--- src/rtl/e1_rx_byte_sched.sv ---
// Receive-side byte scheduler: buffers one byte per E1 channel and grants the shared
// write port round-robin, one byte per clk19 cycle, with a valid/ready handshake.
module e1_rx_byte_sched #(
  parameter int unsigned NCH = 21,
  parameter int unsigned CHW = 5
) (
  input  logic             clk19,
  input  logic             rst,
  input  logic [NCH-1:0]   chen,
  input  logic [NCH-1:0]   chvld,
  input  logic [NCH*8-1:0] chdata,
  input  logic [NCH-1:0]   chais,
  input  logic             wrrdy,
  output logic             wren,
  output logic [CHW-1:0]   wrch,
  output logic [7:0]       wrdat,
  output logic             wrais,
  output logic [NCH-1:0]   ovrflg,
  input  logic             ovrclr
);

  logic [NCH-1:0] pv_q;
  logic [NCH-1:0] pend_q, pend_d;
  logic [NCH-1:0] hais_q;
  logic [NCH-1:0] ovrflg_q;
  logic [NCH-1:0] cap;
  logic [NCH-1:0] ovr;
  logic [7:0]     hold_q [NCH];
  logic [CHW-1:0] lastch_q;
  logic [CHW-1:0] sel;
  logic           any;
  logic           out_free;
  logic           grant;

  logic           wren_q;
  logic [CHW-1:0] wrch_q;
  logic [7:0]     wrdat_q;
  logic           wrais_q;

  assign cap      = chvld & ~pv_q & chen;
  assign out_free = ~wren_q | wrrdy;
  assign grant    = out_free & any;

  // Round-robin search starting just after the last granted channel.
  always_comb begin : arb
    logic [CHW:0] idx;
    sel = '0;
    any = 1'b0;
    idx = '0;
    for (int k = 1; k <= int'(NCH); k++) begin
      idx = {1'b0, lastch_q} + (CHW+1)'(k);
      if (idx >= (CHW+1)'(NCH)) begin
        idx = idx - (CHW+1)'(NCH);
      end
      if (!any && pend_q[idx[CHW-1:0]]) begin
        any = 1'b1;
        sel = idx[CHW-1:0];
      end
    end
  end

  // A capture on the channel being granted re-arms pend with the newer byte.
  always_comb begin
    pend_d = pend_q;
    ovr    = '0;
    for (int i = 0; i < int'(NCH); i++) begin
      if (grant && (sel == CHW'(i))) begin
        pend_d[i] = 1'b0;
      end
      ovr[i] = cap[i] & pend_q[i] & ~(grant && (sel == CHW'(i)));
      if (cap[i]) begin
        pend_d[i] = 1'b1;
      end
      if (!chen[i]) begin
        pend_d[i] = 1'b0;
      end
    end
  end

  always_ff @(posedge clk19) begin
    if (rst) begin
      pv_q     <= '0;
      pend_q   <= '0;
      hais_q   <= '0;
      ovrflg_q <= '0;
      lastch_q <= CHW'(NCH - 1);
      wren_q   <= 1'b0;
      wrch_q   <= '0;
      wrdat_q  <= 8'h00;
      wrais_q  <= 1'b0;
      for (int i = 0; i < int'(NCH); i++) begin
        hold_q[i] <= 8'h00;
      end
    end else begin
      pv_q     <= chvld;
      pend_q   <= pend_d;
      ovrflg_q <= (ovrflg_q & ~{NCH{ovrclr}}) | ovr;
      for (int i = 0; i < int'(NCH); i++) begin
        if (cap[i]) begin
          hold_q[i] <= chdata[8*i +: 8];
          hais_q[i] <= chais[i];
        end
      end
      if (out_free) begin
        if (any) begin
          wren_q   <= 1'b1;
          wrch_q   <= sel;
          wrdat_q  <= hold_q[sel];
          wrais_q  <= hais_q[sel];
          lastch_q <= sel;
        end else begin
          wren_q <= 1'b0;
        end
      end
    end
  end

  assign wren   = wren_q;
  assign wrch   = wrch_q;
  assign wrdat  = wrdat_q;
  assign wrais  = wrais_q;
  assign ovrflg = ovrflg_q;

endmodule

--- config.mk ---
export PLATFORM = sky130hd
export DESIGN_NAME = e1_rx_byte_sched
export DESIGN_NICKNAME = d
export VERILOG_FILES = /design/src/rtl/e1_rx_byte_sched.sv
export SDC_FILE = /design/constraint.sdc
export NUM_CORES = 1
export LEC_CHECK = 0
export CELL_PAD_IN_SITES_DETAIL_PLACEMENT = 1
export CELL_PAD_IN_SITES_GLOBAL_PLACEMENT = 2
export CORE_ASPECT_RATIO = 1.2
export CORE_UTILIZATION = 35
export CTS_CLUSTER_SIZE = 12
export DETAILED_ROUTE_END_ITERATION = 6
export PLACE_DENSITY_LB_ADDON = 0.15
export RECOVER_POWER = 25
export SKIP_CTS_REPAIR_TIMING = 1
export SLEW_MARGIN = 20
export SYNTH_ARGS = -nofsm -noshare
export SYNTH_HDL_FRONTEND = slang
export SYNTH_SLANG_ARGS = --single-unit
--- constraint.sdc ---
create_clock -name clk19 -period 8.29 [get_ports clk19]
set_input_delay 1.658 -clock clk19 [delete_from_list [all_inputs] [get_ports clk19]]
set_output_delay 1.658 -clock clk19 [all_outputs]
set_load 0.005 [all_outputs]
==> metrics.md, run 1 <==
| Metric | Value |
|---|---|
| CTS tree | `done` |
| # setup viols final | `0` |
| Startpoint Class | `flop` |
| Critical path class | `reg -> reg` |
| Final ANT Viol Nets | `0` |
| Post-synth EDFFs | `~170` |
| Maximum number of pins on one net before global-route repair | `72` |
| Routed len/inst | `roughly 34 um` |
| RD Place Congestion | `around 1.1` |
| Area of the multi-input gates | `between 15000 and 20000 sq um` |
| First-pass GRT wire length | `roughly 200 mm` |
| Register area | `7080 sq um` |
| Layout Nets | `approximately 3.6k` |
| Fmax | `approximately 130 MHz` |
| Clock sink count | `269` |
| Ratio of cells with drive above 1 in the final layout | `12.2%` |
| Synth unique cells | `about 120` |
| Max-cap viol count | `1` |
| Post-Route WL | `approximately 140 mm` |
| CORE AREA | `roughly 70000 sq um` |
| Max transition margin | `-128%` |
| GRT Overall Usage | `39.1%` |
| Violated checks | `max-capacitance violations, max-slew violations` |
| Crit. End Element | `flop` |
| Vias in the first global route | `28.3k` |
| Syn Inst Count | `roughly 3k` |
| Die W | `around 240 um` |
| Slew @ Worst Pin | `~3.4 ns` |
| Mapped Avg Cell Area | `8.23 sq um` |
| Layout fillers | `between 8k and 9k` |
| Detailed-route via count | `27.8k` |
| Slew Viols, Final | `66` |
| Hold Path Depth | `2` |
| Seq/Total Area, Yosys | `~29%` |
| RSZ-0062 raised after global routing | `no` |
| Initial Utilization | `35.4%` |
| First-pass iteration count of the detailed router | `5` |
| Skew final | `around 0.031 ns` |
| Worst Reg-to-Reg Cells | `25` |
| DR DRC count | `0` |
| Clk slew on worst S/H paths | `approximately 0.07 ns` |
| Critical Path AT | `8.31 ns` |
| Status | `finished, violations left` |
| Detailed Place HPWL | `between 100 and 150 mm` |
| Iteration-0 DRC Markers | `approximately 2.5k` |
| Area share of the largest cell type after synthesis | `20.4%` |
| Die area | `around 72000 sq um` |
| Vias per cell | `6.51` |
| Post-layout minimum cycle time | `between 7 and 8 ns` |
| Largest cells by area after synthesis | `edfxtp_1 20%, mux2i_1 8.9%, dfxtp_1 8.2%, nand2_1 4.3%, and2_1 4.3%` |
| TNS Setup | `0 ns` |
| IO buf count | `270` |
| Clk Latency, worst-skew pair | `about 0.57 ns` |
| Syn-to-layout area delta | `22.7%` |
| Cts bufs inserted | `27` |
| Commonest cells in the netlist | `286 x nand2_1, 219 x mux2i_1, 198 x o21ai_0` |
| H-tree Lvls | `1` |
| Top_reg_cell synth | `edfxtp_1` |
| Most frequent cell after synthesis | `nand2_1` |
| Site row count | `106` |
| Mapped cell area | `24700 sq um` |
| CP Data Required Time | `~8.7 ns` |
| CP Max Fanout | `18` |
| Ports | `approximately 270` |
| R2r setup slk | `approximately 0.4 ns` |
| Yosys warning total | `0` |
| Leading area contributor after synthesis | `edfxtp_1` |
| FF+latch count, synth | `between 200 and 300` |
| Die Y | `a little under 300 um` |
| Mapped Nets | `between 3k and 4k` |
| Worst Hold Class | `reg -> reg` |
| Root buffer cell | `clkbuf_16` |
| Final hold vios | `0` |
| Clk buf depth | `3` |
| Initial antenna violation count | `4` |
| Period utilisation layout | `about 95%` |
| Synth async-reset ratio | `0%` |
| Remaining global-route overflow | `0` |
[per-stage QoR]
step | utilization (%) | worst slack [ns] | cell area (sq um) | hold WS, ns | instances
finish | 43.5 | 0.394 | 30300 | 0.460 | 4266
global placement | 42.3 | 0.798 | 29500 | 0.443 | 4211
CTS | 43.5 | 0.678 | 30300 | 0.467 | 4261
floorplan | - | 1.13 | 24700 | 0.437 | 3004
detailed placement | 42.3 | 0.741 | 29500 | 0.448 | 4211
global route | 43.5 | 0.315 | 30300 | 0.500 | 4262
[cells by family (layout without fill, tap and decap cells)]
family                   Yosys count  after routing  share of synthesized area [%]
AND/OR/NAND/NOR                 1123           1123                           23.5
AO/OA/AOI/OAI                    972            972                           27.4
buffers and inverters            285            625                           4.93
flip-flops                       269            269                           28.6
multiplexers                     266            266                           11.8
XOR/XNOR                          64             64                           2.54
adder cells (fa/ha/maj)           25             25                           1.27
other                              0              4                              0
[state kept, by name, summed over array words and instances (netlist names)]
| signal | count |
|---|---|
| hais_q | 21 |
| hold_q | 168 |
| lastch_q | 5 |
| ovrflg | 21 |
| pend_q | 21 |
| pv_q | 21 |
| wrais | 1 |
| wrch | 2 |
| wrdat | 8 |
| wren | 1 |
[metal layers]
metal / global-route usage, % / wire length [um]
met5: 0 / 23
met4: 30.3 / 12500
met3: 5.94 / 10500
met2: 65.8 / 68300
met1: 44.2 / 52000
[critical path, stage by stage, from the launching register on]
cell and delay, ns:
dfxtp_2 0.39, inv_1 0.49, buf_4 0.31, ha_1 0.61, nor2b_1 0.59, o21ai_1 0.26, o211ai_1 0.35, a21oi_1 0.16
or2_0 0.28, a221oi_1 0.63, o21ai_1 0.41, nor4_1 0.45, buf_4 0.21, nand3_2 0.06, buf_4 0.20, buf_4 0.16
a211oi_1 0.26, a211oi_1 0.17, a2bb2oi_4 0.18, buf_12 0.20, buf_4 0.17, mux2i_1 0.42, mux2i_1 0.23, buf_4 0.18
a22oi_1 0.18, nand4_1 0.14
[layout make-up]
class                           instances  share of cell area, %
Tap cell                              918                   3.79
Clock buffer                           47                   2.51
Multi-Input combinational cell       2450                   54.4
Clock inverter                          3                 0.0866
Sequential cell                       269                   23.4
Inverter                               67                  0.829
Antenna cell                            4                 0.0330
Timing Repair Buffer                  508                   15.1
[worst paths after layout]
check	from	to
max	lastch_q[3]$_SDFFE_PP0P_	wrdat[0]$_SDFFE_PP0P_
min	ovrflg[19]$_SDFF_PP0_	ovrflg[19]$_SDFF_PP0_
max reg2reg	lastch_q[3]$_SDFFE_PP0P_	wrdat[0]$_SDFFE_PP0P_
min reg2reg	ovrflg[19]$_SDFF_PP0_	ovrflg[19]$_SDFF_PP0_
[cells in the final DEF, fill, tap and decap left out, drive strengths merged, types with 23 or more instances in the layout]
cell type | synthesis | final
nand4 | 38 | 38
edfxtp | 168 | 168
nand2 | 288 | 288
inv | 66 | 68
mux2 | 29 | 29
o211ai | 46 | 46
o22ai | 42 | 42
nor4 | 23 | 23
o21a | 23 | 23
a21oi | 163 | 163
nor3 | 85 | 85
clkbuf | 118 | 49
ha | 25 | 25
o31ai | 41 | 41
nor2 | 199 | 199
a22oi | 25 | 25
dfxtp | 101 | 101
o21ai | 227 | 227
clkdlybuf4s50 | 0 | 255
nand2b | 42 | 42
buf | 100 | 237
a211oi | 69 | 69
a21o | 25 | 25
mux2i | 219 | 219
and2 | 173 | 173
nand3 | 77 | 77
xnor2 | 57 | 57
nor2b | 91 | 91
a31oi | 48 | 48
Power of run 1 is not shown: default switching activity piles up to over one toggle a cycle in this logic, so the estimate is an artifact.
==> inputs of run 2 (changes only) <==
--- a/config.mk
+++ b/config.mk
@@ -11,6 +11,7 @@
 export CORE_UTILIZATION = 35
 export CTS_CLUSTER_SIZE = 12
 export DETAILED_ROUTE_END_ITERATION = 6
+export DONT_BUFFER_PORTS = 1
 export PLACE_DENSITY_LB_ADDON = 0.15
 export RECOVER_POWER = 25
 export SKIP_CTS_REPAIR_TIMING = 1
==> run 2 against run 1 <==
The flow still finishes with violations (max-capacitance violations, max-slew violations). Clock skew fell by 0.0073 ns. Flip-flop and latch count did not move. Die area did not move. Global-route usage is 1.7 points lower. Utilization shrank 4.3 points. First-iteration DRC count up 4.2%. Setup slack worse by 0.033 ns. Sequential share of layout area is 2.5 points higher. Critical path depth down 2. Routed wire length shrank 3.8%. Via count fell by 5.4%. Critical path type unchanged.
==> metrics.md, run 2 (synthesis results as in run 1) <==
| Metric | Value |
|---|---|
| Status | `finished, violations left` |
| Violated checks | `max-capacitance violations, max-slew violations` |
| DR DRC count | `0` |
| Skew final | `between 0.02 and 0.025 ns` |
| Cts bufs inserted | `27` |
| Max-cap viol count | `1` |
| Biggest register | `hold_q` |
| Slew @ Worst Pin | `approximately 2.5 ns` |
| Clk buf depth | `3` |
| Die area | `a little over 70000 sq um` |
| Ports | `271` |
| Detailed Place HPWL | `between 100 and 150 mm` |
| Clk slew on worst S/H paths | `approximately 0.08 ns` |
| Initial antenna violation count | `12` |
| Final hold vios | `0` |
| RSZ-0062 raised after global routing | `no` |
| Period utilisation layout | `around 96%` |
| RD Place Congestion | `1.04` |
| Layout Nets | `3277` |
| Clock sink count | `roughly 270` |
| Die Y | `293 um` |
| CP Max Fanout | `34` |
| Maximum number of pins on one net before global-route repair | `between 60 and 70` |
| IO buf count | `0` |
| Max transition margin | `-66.1%` |
| Crit. End Element | `flop` |
| Initial Utilization | `35.4%` |
| Iteration-0 DRC Markers | `~2.6k` |
| GRT Overall Usage | `between 30% and 40%` |
| Fmax | `~130 MHz` |
| Syn-to-layout area delta | `10.6%` |
| R2r setup slk | `about 0.36 ns` |
| # setup viols final | `0` |
| Root buffer cell | `clkbuf_16` |
| Critical path class | `reg -> reg` |
| TNS Setup | `0 ns` |
| Clk Latency, worst-skew pair | `0.56 ns` |
| Startpoint Class | `flop` |
| Slew Viols, Final | `between 50 and 60` |
| Ratio of cells with drive above 1 in the final layout | `~12%` |
| First-pass GRT wire length | `about 200 mm` |
| Final ANT Viol Nets | `0` |
| Leading cell type in the layout, fill and taps excluded | `nand2_1` |
| Post-Route WL | `roughly 140 mm` |
| Commonest non-fill, non-tap cells in the layout | `286 x nand2_1, 219 x mux2i_1, 196 x nor2_1, 196 x buf_4, 192 x o21ai_0` |
| Vias per cell | `6.64` |
| Routed len/inst | `between 30 and 40 um` |
| H-tree Lvls | `1` |
| Critical Path AT | `around 8.4 ns` |
| Worst Hold Class | `reg -> reg` |
| Max reg flops | `roughly 170` |
| Vias in the first global route | `~27k` |
| CORE AREA | `approximately 70000 sq um` |
| Detailed-route via count | `26.3k` |
| CTS tree | `done` |
| Remaining global-route overflow | `0` |
| Post-layout minimum cycle time | `7.93 ns` |
| CP Data Required Time | `8.71 ns` |
| Site row count | `roughly 110` |
| Die W | `roughly 240 um` |
| First-pass iteration count of the detailed router | `5` |
[run 2: cell types whose count changed in the layout (fill, tap and decap cells not counted), moves of 2 or more]
cell	before	now
dlygate4sd3_1	14	0
buf_4	229	196
dfxtp_1	91	93
dfxtp_2	9	7
and2_0	3	14
inv_6	2	0
clkbuf_1	21	17
clkdlybuf4s50_1	255	0
and2_1	170	159
clkbuf_8	1	3
buf_12	7	5
[run 2: critical path, cell delays in order (launching register included)]
cell and delay [ns]:
dfxtp_2 0.35, inv_1 0.42, buf_4 0.36, ha_1 0.51
a21oi_4 0.20, xnor2_1 0.75, nor2_1 0.15, o41ai_2 0.33
buf_4 0.27, mux4_2 0.54, a2111o_1 0.49, a211oi_1 0.59
buf_4 0.24, a211oi_1 0.07, o221a_2 0.27, o22ai_1 0.21
a31oi_1 0.24, buf_4 0.22, o221ai_4 0.20, buf_12 0.28
nand2b_1 0.31, o31ai_1 0.49, buf_4 0.19, o21ai_0 0.07
[run 2: per-stage QoR]
| stage | setup slack [ns] | utilization (%) | instances | cell area, sq um | hold WS, ns |
|---|---|---|---|---|---|
| floorplan | 1.13 | - | 3004 | 24700 | 0.437 |
| global placement | 0.502 | 38.0 | 3906 | 26500 | 0.457 |
| detailed placement | 0.420 | 38.0 | 3906 | 26500 | 0.460 |
| CTS | 0.361 | 39.2 | 3955 | 27300 | 0.470 |
| global route | 0.0731 | 39.2 | 3957 | 27300 | 0.495 |
| finish | 0.361 | 39.2 | 3959 | 27300 | 0.466 |
[run 2: final timing paths]
path / startpoint / endpoint / cells past startpoint
setup / recovery: lastch_q[1]$_SDFFE_PP0P_ / ovrflg[10]$_SDFF_PP0_ / 23
hold / removal: hais_q[7]$_SDFFE_PP0P_ / hais_q[7]$_SDFFE_PP0P_ / 2
setup reg to reg: lastch_q[1]$_SDFFE_PP0P_ / ovrflg[10]$_SDFF_PP0_ / 23
hold reg to reg: hais_q[7]$_SDFFE_PP0P_ / hais_q[7]$_SDFFE_PP0P_ / 2
[run 2: routing by layer]
metal  up-vias  global-route usage (%)  wire length, um
li1      11400                       -                -
met1     13100                    42.9            51700
met2      1351                    62.3            64600
met3       443                    7.10            10300
met4        12                    26.4            11300
met5         -                       0               80
[run 2: area by class of cell]
cell class	instances	area [sq um]
flip-flops and latches	269	7080
fillers	8376	42400
well taps	918	1150
clock inverters	3	15.0
multi-input cells	2450	16500
clock buffers	46	777
diodes	4	10.0
inverters	67	251
repair buffers	202	1580
Power of run 2 is left out for the same reason.
